## src/rtl/sms_bk_pkg.sv

```systemverilog
// Shared types and constants for the save-RAM backup controller.
//   bk_state_t      : controller state (IDLE / ISSUE / XFER / LAST)
//   bk_dir_t        : transfer direction (load from SD / save to SD)
//   SECT_BYTES_LOG2 : log2 of the SD sector size in bytes
package sms_bk_pkg;

  localparam int SECT_BYTES_LOG2 = 9;

  typedef enum logic [1:0] {
    ST_IDLE  = 2'd0,
    ST_ISSUE = 2'd1,
    ST_XFER  = 2'd2,
    ST_LAST  = 2'd3
  } bk_state_t;

  typedef enum logic {
    DIR_LOAD = 1'b0,
    DIR_SAVE = 1'b1
  } bk_dir_t;

endpackage

```

## src/rtl/sms_bk_ctrl_edge_det.sv

```systemverilog
// Single-bit edge detector: remembers the previous sample and flags
// rising/falling transitions of the current input against it.
//   clk_sys : system clock
//   reset   : synchronous active-high clear of the history
//   din     : input level to watch
//   rise    : din high now, low last cycle
//   fall    : din low now, high last cycle
module edge_det (
  input  logic clk_sys,
  input  logic reset,
  input  logic din,
  output logic rise,
  output logic fall
);

  logic prev_reg;

  always_ff @(posedge clk_sys) begin
    if (reset) begin
      prev_reg <= 1'b0;
    end else begin
      prev_reg <= din;
    end
  end

  assign rise = din & ~prev_reg;
  assign fall = ~din & prev_reg;

endmodule

```

## src/rtl/sms_bk_ctrl.sv

```systemverilog
// Save-RAM backup controller. Loads the mounted .SAV image into NVRAM
// port B on mount, writes NVRAM back to the image on a save request,
// tracks NVRAM modification and pulses a core reset after a load.
//   clk_sys, reset          : clock, synchronous active-high reset
//   img_mounted, img_size   : mount strobe and image size from user_io
//   save_req                : save request level (rising edge triggers)
//   nvram_we                : core-side NVRAM write strobe (dirty tracking)
//   sd_ack, sd_buff_addr,
//   sd_buff_wr              : SD sector handshake and byte stream
//   sd_lba, sd_rd, sd_wr    : sector request to user_io
//   buf_addr, buf_we        : NVRAM port-B address / write enable
//   bk_ena, bk_busy,
//   bk_dirty, bk_reset      : status and core-reset pulse
module sms_bk_ctrl
  import sms_bk_pkg::*;
#(
  parameter int SECT_LOG2 = 4
) (
  input  logic                                clk_sys,
  input  logic                                reset,
  input  logic                                img_mounted,
  input  logic [31:0]                         img_size,
  input  logic                                save_req,
  input  logic                                nvram_we,
  input  logic                                sd_ack,
  input  logic [SECT_BYTES_LOG2-1:0]          sd_buff_addr,
  input  logic                                sd_buff_wr,
  output logic [31:0]                         sd_lba,
  output logic                                sd_rd,
  output logic                                sd_wr,
  output logic [SECT_LOG2+SECT_BYTES_LOG2-1:0] buf_addr,
  output logic                                buf_we,
  output logic                                bk_ena,
  output logic                                bk_busy,
  output logic                                bk_dirty,
  output logic                                bk_reset
);

  // Edge detectors: bit 0 img_mounted, bit 1 save_req, bit 2 sd_ack.
  logic [2:0] edge_in;
  logic [2:0] edge_rise;
  logic [2:0] edge_fall;

  assign edge_in = {sd_ack, save_req, img_mounted};

  genvar gi;
  generate
    for (gi = 0; gi < 3; gi++) begin : g_edge
      edge_det u_edge (
        .clk_sys (clk_sys),
        .reset   (reset),
        .din     (edge_in[gi]),
        .rise    (edge_rise[gi]),
        .fall    (edge_fall[gi])
      );
    end
  endgenerate

  logic mount_rise, save_rise, ack_rise, ack_fall;
  logic unused_fall;

  assign mount_rise  = edge_rise[0];
  assign save_rise   = edge_rise[1];
  assign ack_rise    = edge_rise[2];
  assign ack_fall    = edge_fall[2];
  assign unused_fall = |edge_fall[1:0];

  bk_state_t   state_reg, state_next;
  bk_dir_t     dir_reg, dir_next;
  logic [31:0] sd_lba_reg, sd_lba_next;
  logic        sd_rd_reg, sd_rd_next;
  logic        sd_wr_reg, sd_wr_next;
  logic        load_pend_reg, load_pend_next;
  logic        save_pend_reg, save_pend_next;
  logic        bk_ena_reg, bk_ena_next;
  logic        bk_dirty_reg, bk_dirty_next;
  logic        bk_reset_reg, bk_reset_next;

  // State register
  always_ff @(posedge clk_sys) begin
    if (reset) begin
      state_reg     <= ST_IDLE;
      dir_reg       <= DIR_LOAD;
      sd_lba_reg    <= '0;
      sd_rd_reg     <= 1'b0;
      sd_wr_reg     <= 1'b0;
      load_pend_reg <= 1'b0;
      save_pend_reg <= 1'b0;
      bk_ena_reg    <= 1'b0;
      bk_dirty_reg  <= 1'b0;
      bk_reset_reg  <= 1'b0;
    end else begin
      state_reg     <= state_next;
      dir_reg       <= dir_next;
      sd_lba_reg    <= sd_lba_next;
      sd_rd_reg     <= sd_rd_next;
      sd_wr_reg     <= sd_wr_next;
      load_pend_reg <= load_pend_next;
      save_pend_reg <= save_pend_next;
      bk_ena_reg    <= bk_ena_next;
      bk_dirty_reg  <= bk_dirty_next;
      bk_reset_reg  <= bk_reset_next;
    end
  end

  // Next-state logic
  always_comb begin
    state_next     = state_reg;
    dir_next       = dir_reg;
    sd_lba_next    = sd_lba_reg;
    sd_rd_next     = sd_rd_reg;
    sd_wr_next     = sd_wr_reg;
    load_pend_next = load_pend_reg;
    save_pend_next = save_pend_reg;
    bk_ena_next    = bk_ena_reg;
    bk_dirty_next  = bk_dirty_reg;
    bk_reset_next  = 1'b0;

    case (state_reg)
      ST_IDLE: begin
        if (load_pend_reg) begin
          dir_next       = DIR_LOAD;
          sd_lba_next    = '0;
          sd_rd_next     = 1'b1;
          load_pend_next = 1'b0;
          state_next     = ST_ISSUE;
        end else if (save_pend_reg) begin
          dir_next       = DIR_SAVE;
          sd_lba_next    = '0;
          sd_wr_next     = 1'b1;
          save_pend_next = 1'b0;
          bk_dirty_next  = 1'b0;
          state_next     = ST_ISSUE;
        end
      end
      ST_ISSUE: begin
        if (ack_rise) begin
          sd_rd_next = 1'b0;
          sd_wr_next = 1'b0;
          state_next = ST_XFER;
        end
      end
      ST_XFER: begin
        if (ack_fall) begin
          if (&sd_lba_reg[SECT_LOG2-1:0]) begin
            state_next = ST_LAST;
          end else begin
            // Upper LBA bits never move: the increment stops at the last sector.
            sd_lba_next = sd_lba_reg + 32'd1;
            sd_rd_next  = (dir_reg == DIR_LOAD);
            sd_wr_next  = (dir_reg == DIR_SAVE);
            state_next  = ST_ISSUE;
          end
        end
      end
      ST_LAST: begin
        if (dir_reg == DIR_LOAD) begin
          bk_reset_next = 1'b1;
          bk_dirty_next = 1'b0;
        end
        state_next = ST_IDLE;
      end
      default: state_next = ST_IDLE;
    endcase

    // Request latching is applied after the IDLE consume so a new edge in the
    // same cycle is never lost. Save is evaluated before mount so that an
    // empty mount in the same cycle still cancels it.
    if (save_rise && bk_ena_reg) begin
      save_pend_next = 1'b1;
    end
    if (mount_rise) begin
      if (img_size != 32'd0) begin
        bk_ena_next    = 1'b1;
        load_pend_next = 1'b1;
      end else begin
        bk_ena_next    = 1'b0;
        load_pend_next = 1'b0;
        save_pend_next = 1'b0;
      end
    end

    // Core writes win over any clear in the same cycle.
    if (nvram_we) begin
      bk_dirty_next = 1'b1;
    end
  end

  // Output logic
  always_comb begin
    buf_we  = sd_buff_wr & sd_ack & (dir_reg == DIR_LOAD) & (state_reg == ST_XFER);
    bk_busy = (state_reg != ST_IDLE);
  end

  assign buf_addr = {sd_lba_reg[SECT_LOG2-1:0], sd_buff_addr};
  assign sd_lba   = sd_lba_reg;
  assign sd_rd    = sd_rd_reg;
  assign sd_wr    = sd_wr_reg;
  assign bk_ena   = bk_ena_reg;
  assign bk_dirty = bk_dirty_reg;
  assign bk_reset = bk_reset_reg;

endmodule

```

## config.mk

```make
export PLATFORM = sky130hd
export DESIGN_NAME = sms_bk_ctrl
export DESIGN_NICKNAME = d
export VERILOG_FILES = /design/src/rtl/sms_bk_pkg.sv /design/src/rtl/sms_bk_ctrl_edge_det.sv /design/src/rtl/sms_bk_ctrl.sv
export SDC_FILE = /design/constraint.sdc
export NUM_CORES = 1
export LEC_CHECK = 0
export BUFFER_PORTS_ARGS = -buffer_cell sky130_fd_sc_hd__buf_4
export CORE_MARGIN = 8
export CORE_UTILIZATION = 46
export CTS_CLUSTER_SIZE = 16
export DETAILED_ROUTE_END_ITERATION = 12
export GPL_ROUTABILITY_DRIVEN = 0
export PLACE_DENSITY = 0.85
export SYNTH_ARGS = -nofsm -noshare
export SYNTH_HDL_FRONTEND = slang
export SYNTH_SLANG_ARGS = --single-unit
```

## constraint.sdc

```tcl
create_clock -name clk_sys -period 2.43 [get_ports clk_sys]
set_input_delay 0.486 -clock clk_sys [delete_from_list [all_inputs] [get_ports clk_sys]]
set_output_delay 0.486 -clock clk_sys [all_outputs]
set_load 0.03 [all_outputs]
```

==> results of run 1 <==
==> synthesized netlist by cell type (all sizes together) (4+ instances only) <==
cell	number
nand3	5
or4	9
and2	15
o31ai	9
nor2	8
a21oi	22
and4	7
nand4	9
clkbuf	5
buf	20
nor2b	7
inv	5
dfxtp	45
nor3	4
nand2b	8
nand2	11
o21ai	7
mux2i	5
nor4	13
==> final cells by class <==
| type | instances | share of cell area, % |
|---|---|---|
| sequential | 45 | 32.7 |
| timing repair buffer | 83 | 22.6 |
| clock buffer | 7 | 3.13 |
| tap | 52 | 2.36 |
| inverter | 5 | 0.681 |
| multi-input combinational | 166 | 38.5 |
==> cell families (layout without fill, tap and decap cells) <==
group           after synthesis  count (layout)  share of synthesized area, %
flops                        45              45                          42.2
buf+inv                      30              95                          8.08
mux                           5               5                          2.34
simple gates                110             110                          32.0
compound gates               50              50                          14.8
fa+ha+maj                     1               1                         0.586
==> metal layers <==
layer,global-route usage [%],vias to the layer above
met5,0,-
met3,7.15,2
met1,16.3,926
met4,4.08,0
met2,24.9,64
li1,-,1005
==> through the flow <==
step	worst slack (ps)	power (mW)	instance area, um^2	util (%)
4_1_cts	447	1.43	2760	62.4
3_5_place_dp	474	0.976	2670	60.5
6_report	447	1.42	2760	62.4
5_1_grt	272	1.48	2760	62.4
2_1_floorplan	471	0.918	2140	-
3_3_place_gp	534	0.970	2670	60.5
==> power breakdown <==
group	internal, mW	leakage (nW)	switching, mW
Combinational	0.0878	0.698	0.0979
Sequential	0.751	0.365	0.0221
Clock	0.226	0.0443	0.237
Total	1.06	1.11	0.357
==> worst min-delay path by stage <==
stage / startpoint / to / slack [ps]
finish: save_req / g_edge[1].u_edge.prev_reg / 410
global route: save_req / g_edge[1].u_edge.prev_reg / 420
CTS: nvram_we / bk_dirty / 410
detailed placement: sd_lba[31] / sd_lba[31] / 460
global placement: sd_rd / sd_rd / 450
floorplan: g_edge[1].u_edge.prev_reg / save_pend_reg / 470
==> reports/results.tsv, run 1 <==
metric	value	unit
cell family with most CP delay	simple AND/OR/NAND/NOR gates	
Setup crit end	sd_lba[23]	
WL/cell	14.9	um
Synth Cell Area	2140	um^2
Crit-path slowest cell	or4_1	
period utilization	81.6	%
commonest non-fill, non-tap cells in the layout	83 x buf_4, 45 x dfxtp_1, 22 x a21oi_1	
Worst-Margin Slew	601	ps
Clock transition at path regs	80	ps
setup violators final	0	
fraction of layout cells with a size suffix above 1	30.7	%
critical path's largest stage delay	520	ps
post-synthesis cell type count	39	
R2R Setup Slk	450	ps
final hold slack	415	ps
Final Net Count	355	
Final HPWL DP	4.10	mm
Die W	84.1	um
GR Overflow Total	0	
# diodes	0	
Seq cells post-synth	45	
Initial Utilization	48.4	%
htree depth	2	
CTS tree	built	
Vias/cell	5.58	
ys flop type	dfxtp_1	
EDFF count, synth	0	
cell total after placement	351	
max reg flops	32	
WS Path Type	reg -> reg	
DR WL met2	2.58	mm
Critical path origin	sd_lba[0]	
relative slew slack	59.9	%
status	completed	
Sequential Area	901	um^2
Pwr Density	516	nW/um^2
clk_skew	5.37	ps
worst skew pair latency	290	ps
multi-input logic area	1060	um^2
Max Cap Viol	0	
Syn Inst Count	241	
syn_nets	290	
crit start category	flip-flop	
achievable clock frequency	0.504	GHz
WL final	5.33	mm
uppermost layer routed	met4	
VDD IR max	278	uV
vias in the first global route	2015	
Crit path depth	6	
fillers	384	
num rows	24	
I/O pins	100	
area share of the largest cell type after synthesis	42.2	%
Synth async-reset ratio	0	%
post-CTS setup buffer count	0	
clock root buffer	clkbuf_8	
Remaining DRCs	0	
Non-Filler Instances	358	
required time of the worst setup path	2660	ps
max-slew violation count	0	
core area	4410	um^2
CP arrival	2210	ps
Sink Count	45	
Die Area	7080	um^2
first-pass GRT wire length	9.05	mm
number of I/O port buffers	81	
Clock Tree Buf Depth	2	
DR vias	1997	
RSZ-0062 raised after global routing	no	
Metal-1 WL	2.20	mm
Synth area leaders	dfxtp_1 42%, a21oi_1 5.2%, buf_4 4.9%	
Hold Crit Depth	2	
initial antenna violation count	0	
CP Max Fanout	24	
endpoint type of the worst setup path	flip-flop	
WP buf/inv	1	
Final Hold Vio Count	0	
Seq/Total Area, Yosys	42.2	%
DRT iter0 DRCs	139	
fin crit period	1980	ps
drt first pass iters	4	
Pleak	1.11	nW
area leader, netlist	dfxtp_1	
Worst Hold Class	in -> reg	
critical path, cell by cell	ha_1 > and3_1 > a2bb2oi_2 > buf_4 > or4_1 > a21oi_1	
total clock buffers created by CTS	5	
met3 WL	520	um
R2R cell count	6	
pin count of the biggest net entering global routing	25	
Final ANT Viol Nets	0	
Die Span Y	84.1	um
post-CTS sizing	0	
Layout area overhead	29.1	%
CTS Hold Bufs	0	
yosys warns	0	
All-Layer GR Usage	14.8	%
R2R Path End	sd_lba[23]	
most common cell after layout, fill and taps aside	buf_4	
reg2reg start	sd_lba[0]	
Final TNS setup	0	ps
Avg Cell Area, Syn	8.86	um^2
Note: power is estimated with default switching activity, not from simulation.
==> run 2: changes to the inputs <==
--- a/config.mk
+++ b/config.mk
@@ -7,11 +7,11 @@
 export LEC_CHECK = 0
 export BUFFER_PORTS_ARGS = -buffer_cell sky130_fd_sc_hd__buf_4
 export CORE_MARGIN = 8
-export CORE_UTILIZATION = 46
+export CORE_UTILIZATION = 42
 export CTS_CLUSTER_SIZE = 16
 export DETAILED_ROUTE_END_ITERATION = 12
 export GPL_ROUTABILITY_DRIVEN = 0
-export PLACE_DENSITY = 0.85
+export PLACE_DENSITY = 0.82
 export SYNTH_ARGS = -nofsm -noshare
 export SYNTH_HDL_FRONTEND = slang
 export SYNTH_SLANG_ARGS = --single-unit
==> constraint.sdc (replaced) <==
create_clock -name clk_sys -period 1.8 [get_ports clk_sys]
set_input_delay 0.36 -clock clk_sys [delete_from_list [all_inputs] [get_ports clk_sys]]
set_output_delay 0.36 -clock clk_sys [all_outputs]
set_load 0.03 [all_outputs]
==> run 2 against run 1 <==
Routed wire length rose by 8.8%; hold slack got worse by 150 ps; sequential share of layout area fell by 2.3 points; count of clock-buffer cells in the layout did not move; largest cell class unchanged.
==> reports/results.tsv, run 2 (synthesis gave the netlist of run 1 again) <==
metric	value	unit
WL final	5.80	mm
fillers	474	
Die W	87.3	um
Final Hold Vio Count	0	
setup violators final	0	
drt first pass iters	4	
most common cell after layout, fill and taps aside	buf_4	
Sequential Area	910	um^2
I/O pins	100	
initial antenna violation count	0	
Final ANT Viol Nets	0	
total clock buffers created by CTS	5	
first-pass GRT wire length	9.20	mm
Pwr Density	692	nW/um^2
htree depth	2	
relative slew slack	60.2	%
achievable clock frequency	0.578	GHz
Vias/cell	5.34	
Sink Count	45	
All-Layer GR Usage	14.8	%
Final Power	2.07	mW
CP arrival	1370	ps
Final Net Count	372	
worst skew pair latency	300	ps
core area	5010	um^2
fin crit period	1730	ps
CTS tree	built	
DRT iter0 DRCs	95	
Clock Tree Buf Depth	2	
max-slew violation count	0	
Remaining DRCs	0	
Pleak	1.21	nW
num rows	26	
Initial Utilization	42.6	%
period utilization	96.1	%
number of I/O port buffers	81	
Worst Hold Class	in -> reg	
final worst slack	70.8	ps
critical path, cell by cell	buf_6 > nor2_2 > buf_4 > inv_1 > buf_4	
Critical Path Most Common Cell	buf_4	
WP buf/inv	4	
clk_skew	9.52	ps
commonest non-fill, non-tap cells in the layout	98 x buf_4, 40 x dfxtp_1, 21 x a21oi_1	
Die Area	7620	um^2
# diodes	0	
Layout area overhead	40.2	%
fraction of layout cells with a size suffix above 1	38.3	%
Crit-path slowest cell	dfxtp_1	
VDD IR max	405	uV
Worst-Margin Slew	597	ps
max reg flops	32	
Max Cap Viol	0	
cell family with most CP delay	buffers and inverters	
Die Span Y	87.3	um
multi-input logic area	1120	um^2
WS Path Type	reg -> out	
WL/cell	14.7	um
clock root buffer	clkbuf_8	
Clock transition at path regs	90	ps
GR Overflow Total	0	
required time of the worst setup path	1440	ps
status	completed	
pin count of the biggest net entering global routing	25	
CP Max Fanout	18	
critical path's largest stage delay	400	ps
Setup WS pre-CTS	-29.3	ps
endpoint type of the worst setup path	primary output	
Final HPWL DP	4.35	mm
vias in the first global route	2047	
crit start category	flip-flop	
DR vias	2103	
==> run 2: changes by cell type in the layout (fill, tap and decap cells not counted), moves of 2 or more <==
| cell | before | now |
|---|---|---|
| dfxtp_1 | 45 | 40 |
| buf_4 | 83 | 98 |
| nor4_2 | 1 | 3 |
| dfxtp_2 | 0 | 4 |
| nor4_1 | 12 | 10 |
==> run 2: power breakdown <==
group	switching [mW]	internal, mW
sequential	0.0172	1.01
clock	0.356	0.396
combinational	0.155	0.135
total	0.528	1.54
==> run 2: path summary, 6_finish.rpt <==
path	slack (ps)	depth (start not counted)	end	start
max	70	5	bk_busy	state_reg[0]
min	270	3	bk_dirty	nvram_we
max reg2reg	70	6	sd_lba[19]	sd_lba[0]
min reg2reg	470	2	sd_rd	sd_rd
==> run 2: timing repair <==
| action | in CTS | in global routing |
|---|---|---|
| hold endpoints to repair | 0 | 0 |
| resized for setup | 3 | 5 |
| pin swaps | 0 | 6 |
| gates cloned | 0 | 1 |
| hold buffers | 0 | 0 |
| setup endpoints to repair | 15 | 13 |
| setup buffers | 0 | 3 |
==> run 2: cell type report <==
cell class                 count  area share (%)
timing repair buffer          99            24.9
clock inverter                 1           0.251
multi-input combinational    167            37.3
clock buffer                   7            3.59
inverter                       5           0.627
sequential                    45            30.4
tap                           70            2.92
==> run 2: per-stage QoR <==
| step | cell area, um^2 | util, % | setup TNS, ps | hold WS [ps] | cells |
|---|---|---|---|---|---|
| 2_1_floorplan | 2150 | - | -11.3 | 438 | 241 |
| 3_3_place_gp | 2800 | 55.9 | 0 | 455 | 382 |
| 3_5_place_dp | 2800 | 55.9 | -144 | 456 | 382 |
| 4_1_cts | 2940 | 58.6 | 0 | 269 | 390 |
| 5_1_grt | 3000 | 59.8 | -1.64 | 267 | 394 |
| 6_report | 3000 | 59.8 | 0 | 268 | 394 |
==> run 2: routing by layer <==
layer	part of all wire (%)	GRT usage, %	vias to the layer above
met5	0	0	-
met2	48	24.5	82
met4	1.5	5.78	0
li1	-	-	1050
met1	42	16.6	959
met3	8.8	5.75	12
==> run 2: worst reg2reg max path, cell delays in order (launching register included) <==
cell and delay [ps]:
dfxtp_4 370, ha_2 190, buf_4 130, nand4_1 100
nand4_1 160, or4_1 570, a21oi_2 140
==> run 3: changes to the inputs <==
--- a/config.mk
+++ b/config.mk
@@ -5,9 +5,10 @@
 export SDC_FILE = /design/constraint.sdc
 export NUM_CORES = 1
 export LEC_CHECK = 0
+export ABC_AREA = 1
 export BUFFER_PORTS_ARGS = -buffer_cell sky130_fd_sc_hd__buf_4
 export CORE_MARGIN = 8
-export CORE_UTILIZATION = 42
+export CORE_UTILIZATION = 44
 export CTS_CLUSTER_SIZE = 16
 export DETAILED_ROUTE_END_ITERATION = 12
 export GPL_ROUTABILITY_DRIVEN = 0
==> run 3 against run 2 <==
Worst setup slack improved by 74 ps; register-to-register slack better by 140 ps; routed wire length rose by 15%; hold slack got worse by 3.5 ps; via count up 25%; die area is 10% higher; sequential cell count did not move; synthesized area grew 18%; global-route usage is 0.95 points higher; critical path type unchanged; cell count rose by 37%; sequential share of layout area fell by 2.5 points.
==> reports/results.tsv, run 3 <==
metric	value	unit
period utilization	92.0	%
htree depth	2	
ys flop type	dfxtp_1	
Pleak	1.40	nW
Pwr Density	706	nW/um^2
fillers	556	
pin count of the biggest net entering global routing	35	
commonest non-fill, non-tap cells in the layout	88 x nor2_1, 86 x nand2_1, 85 x buf_4	
Remaining DRCs	0	
fraction of layout cells with a size suffix above 1	23.7	%
core area	5510	um^2
relative slew slack	75.9	%
required time of the worst setup path	1440	ps
Setup crit end	buf_we	
Seq/Total Area, Yosys	35.7	%
hold path startpoint	nvram_we	
I/O pins	100	
total clock buffers created by CTS	5	
WS Path Type	reg -> out	
Initial Utilization	45.8	%
Final ANT Viol Nets	0	
Final HPWL DP	5.35	mm
Clock Tree Buf Depth	2	
Die Span Y	91.7	um
CTS Hold Bufs	0	
number of I/O port buffers	81	
max-slew violation count	0	
Final Net Count	517	
Final Hold Vio Count	0	
WL final	6.67	mm
setup violators final	0	
status	completed	
Clock transition at path regs	80	ps
Die W	91.7	um
CTS tree	built	
max reg flops	32	
most common cell in the netlist	nor2_1	
post-CTS setup buffer count	0	
multi-input logic area	1290	um^2
R2R Path End	sd_lba[6]	
area leader, netlist	dfxtp_1	
Sink Count	45	
Sequential Area	902	um^2
VDD IR max	388	uV
Final TNS setup	0	ps
RSZ-0062 raised after global routing	no	
Synth async-reset ratio	0	%
DR vias	2623	
vias in the first global route	2537	
Synth area leaders	dfxtp_1 36%, nor2_1 13%, nand2_1 13%	
Avg Cell Area, Syn	6.40	um^2
yosys warns	0	
GR Overflow Total	0	
# diodes	0	
Hold Crit Depth	3	
DRT iter0 DRCs	135	
Critical path origin	state_reg[1]	
Worst Hold Class	in -> reg	
first-pass GRT wire length	11.1	mm
num rows	27	
R2R Setup Slk	210	ps
initial antenna violation count	0	
clk_skew	11.5	ps
Layout area overhead	28.4	%
Worst-Margin Slew	359	ps
CP arrival	1300	ps
reg2reg start	sd_lba[0]	
Die Area	8400	um^2
fin crit period	1660	ps
Synth Cell Area	2520	um^2
achievable clock frequency	0.604	GHz
All-Layer GR Usage	15.8	%
R2R cell count	8	
Vias/cell	4.85	
top cells by instance count after synthesis	89 x nor2_1, 86 x nand2_1, 51 x inv_1	
Syn Inst Count	394	
crit start category	flip-flop	
final hold slack	264	ps
EDFF count, synth	0	
syn_nets	443	
most common cell after layout, fill and taps aside	nor2_1	
drt first pass iters	4	
post-synthesis cell type count	31	
endpoint type of the worst setup path	primary output	
Max Cap Viol	0	
area share of the largest cell type after synthesis	35.7	%
Seq cells post-synth	45	
clock root buffer	clkbuf_8	
worst skew pair latency	300	ps
WL/cell	12.3	um
CP Max Fanout	6	
## run 3: worst max-delay path, stage by stage, from the launching register on
cell and delay (ps):
dfxtp_2 390, inv_2 80, nor2_4 150, nand2_1 100
nor2_1 110, buf_4 170
## run 3: final cells by class
cell class                 instances  area share (%)
clock buffer                       7            2.98
clock inverter                     1           0.155
inverter                          52            6.03
tap                               72            2.79
multi-input combinational        278            39.8
timing repair buffer              86            20.3
sequential                        45            27.9
## run 3: timing repair
item,in CTS,in global routing
setup endpoints to repair,0,5
resized for setup,0,4
endpoints found under the hold margin,0,0
## run 3: cells by family (layout without fill, tap and decap cells)
group,after synthesis,in the layout,share of synthesized area [%]
flip-flops,45,45,35.7
AND/OR/NAND/NOR,233,233,40.6
AO/OA/AOI/OAI,44,44,9.58
adder cells (fa/ha/maj),1,1,0.496
buffers and inverters,71,146,13.6
## run 3: metal layers
layer,track usage [%],routed length (um)
met2,27.6,3390
met1,17.2,2730
met3,5.05,462
met5,0,0
met4,6.28,98
## run 3: how the worst min path moves through the flow
stage | slack [ps] | end
after detailed placement | 460 | sd_rd
after CTS | 260 | bk_dirty
after global placement | 450 | sd_rd
after global routing | 280 | bk_dirty
final | 260 | bk_dirty
after floorplan | 440 | bk_reset
## run 3: metrics by stage
stage	power, mW	cells	utilization [%]	cell area (um^2)	worst slack, ps
after floorplan	1.47	394	-	2520	18.0
after global placement	1.59	533	56.7	3120	194
after detailed placement	1.61	533	56.7	3120	117
after CTS	2.30	541	58.5	3220	5.14
after global routing	2.39	541	58.7	3230	38.2
final	2.28	541	58.7	3230	145
## run 3: where the power goes
part / internal, mW / leakage [nW] / switching, mW
clock network: 0.347 / 0.0542 / 0.349
logic: 0.209 / 0.979 / 0.324
registers: 1.03 / 0.365 / 0.0282
total: 1.58 / 1.40 / 0.701
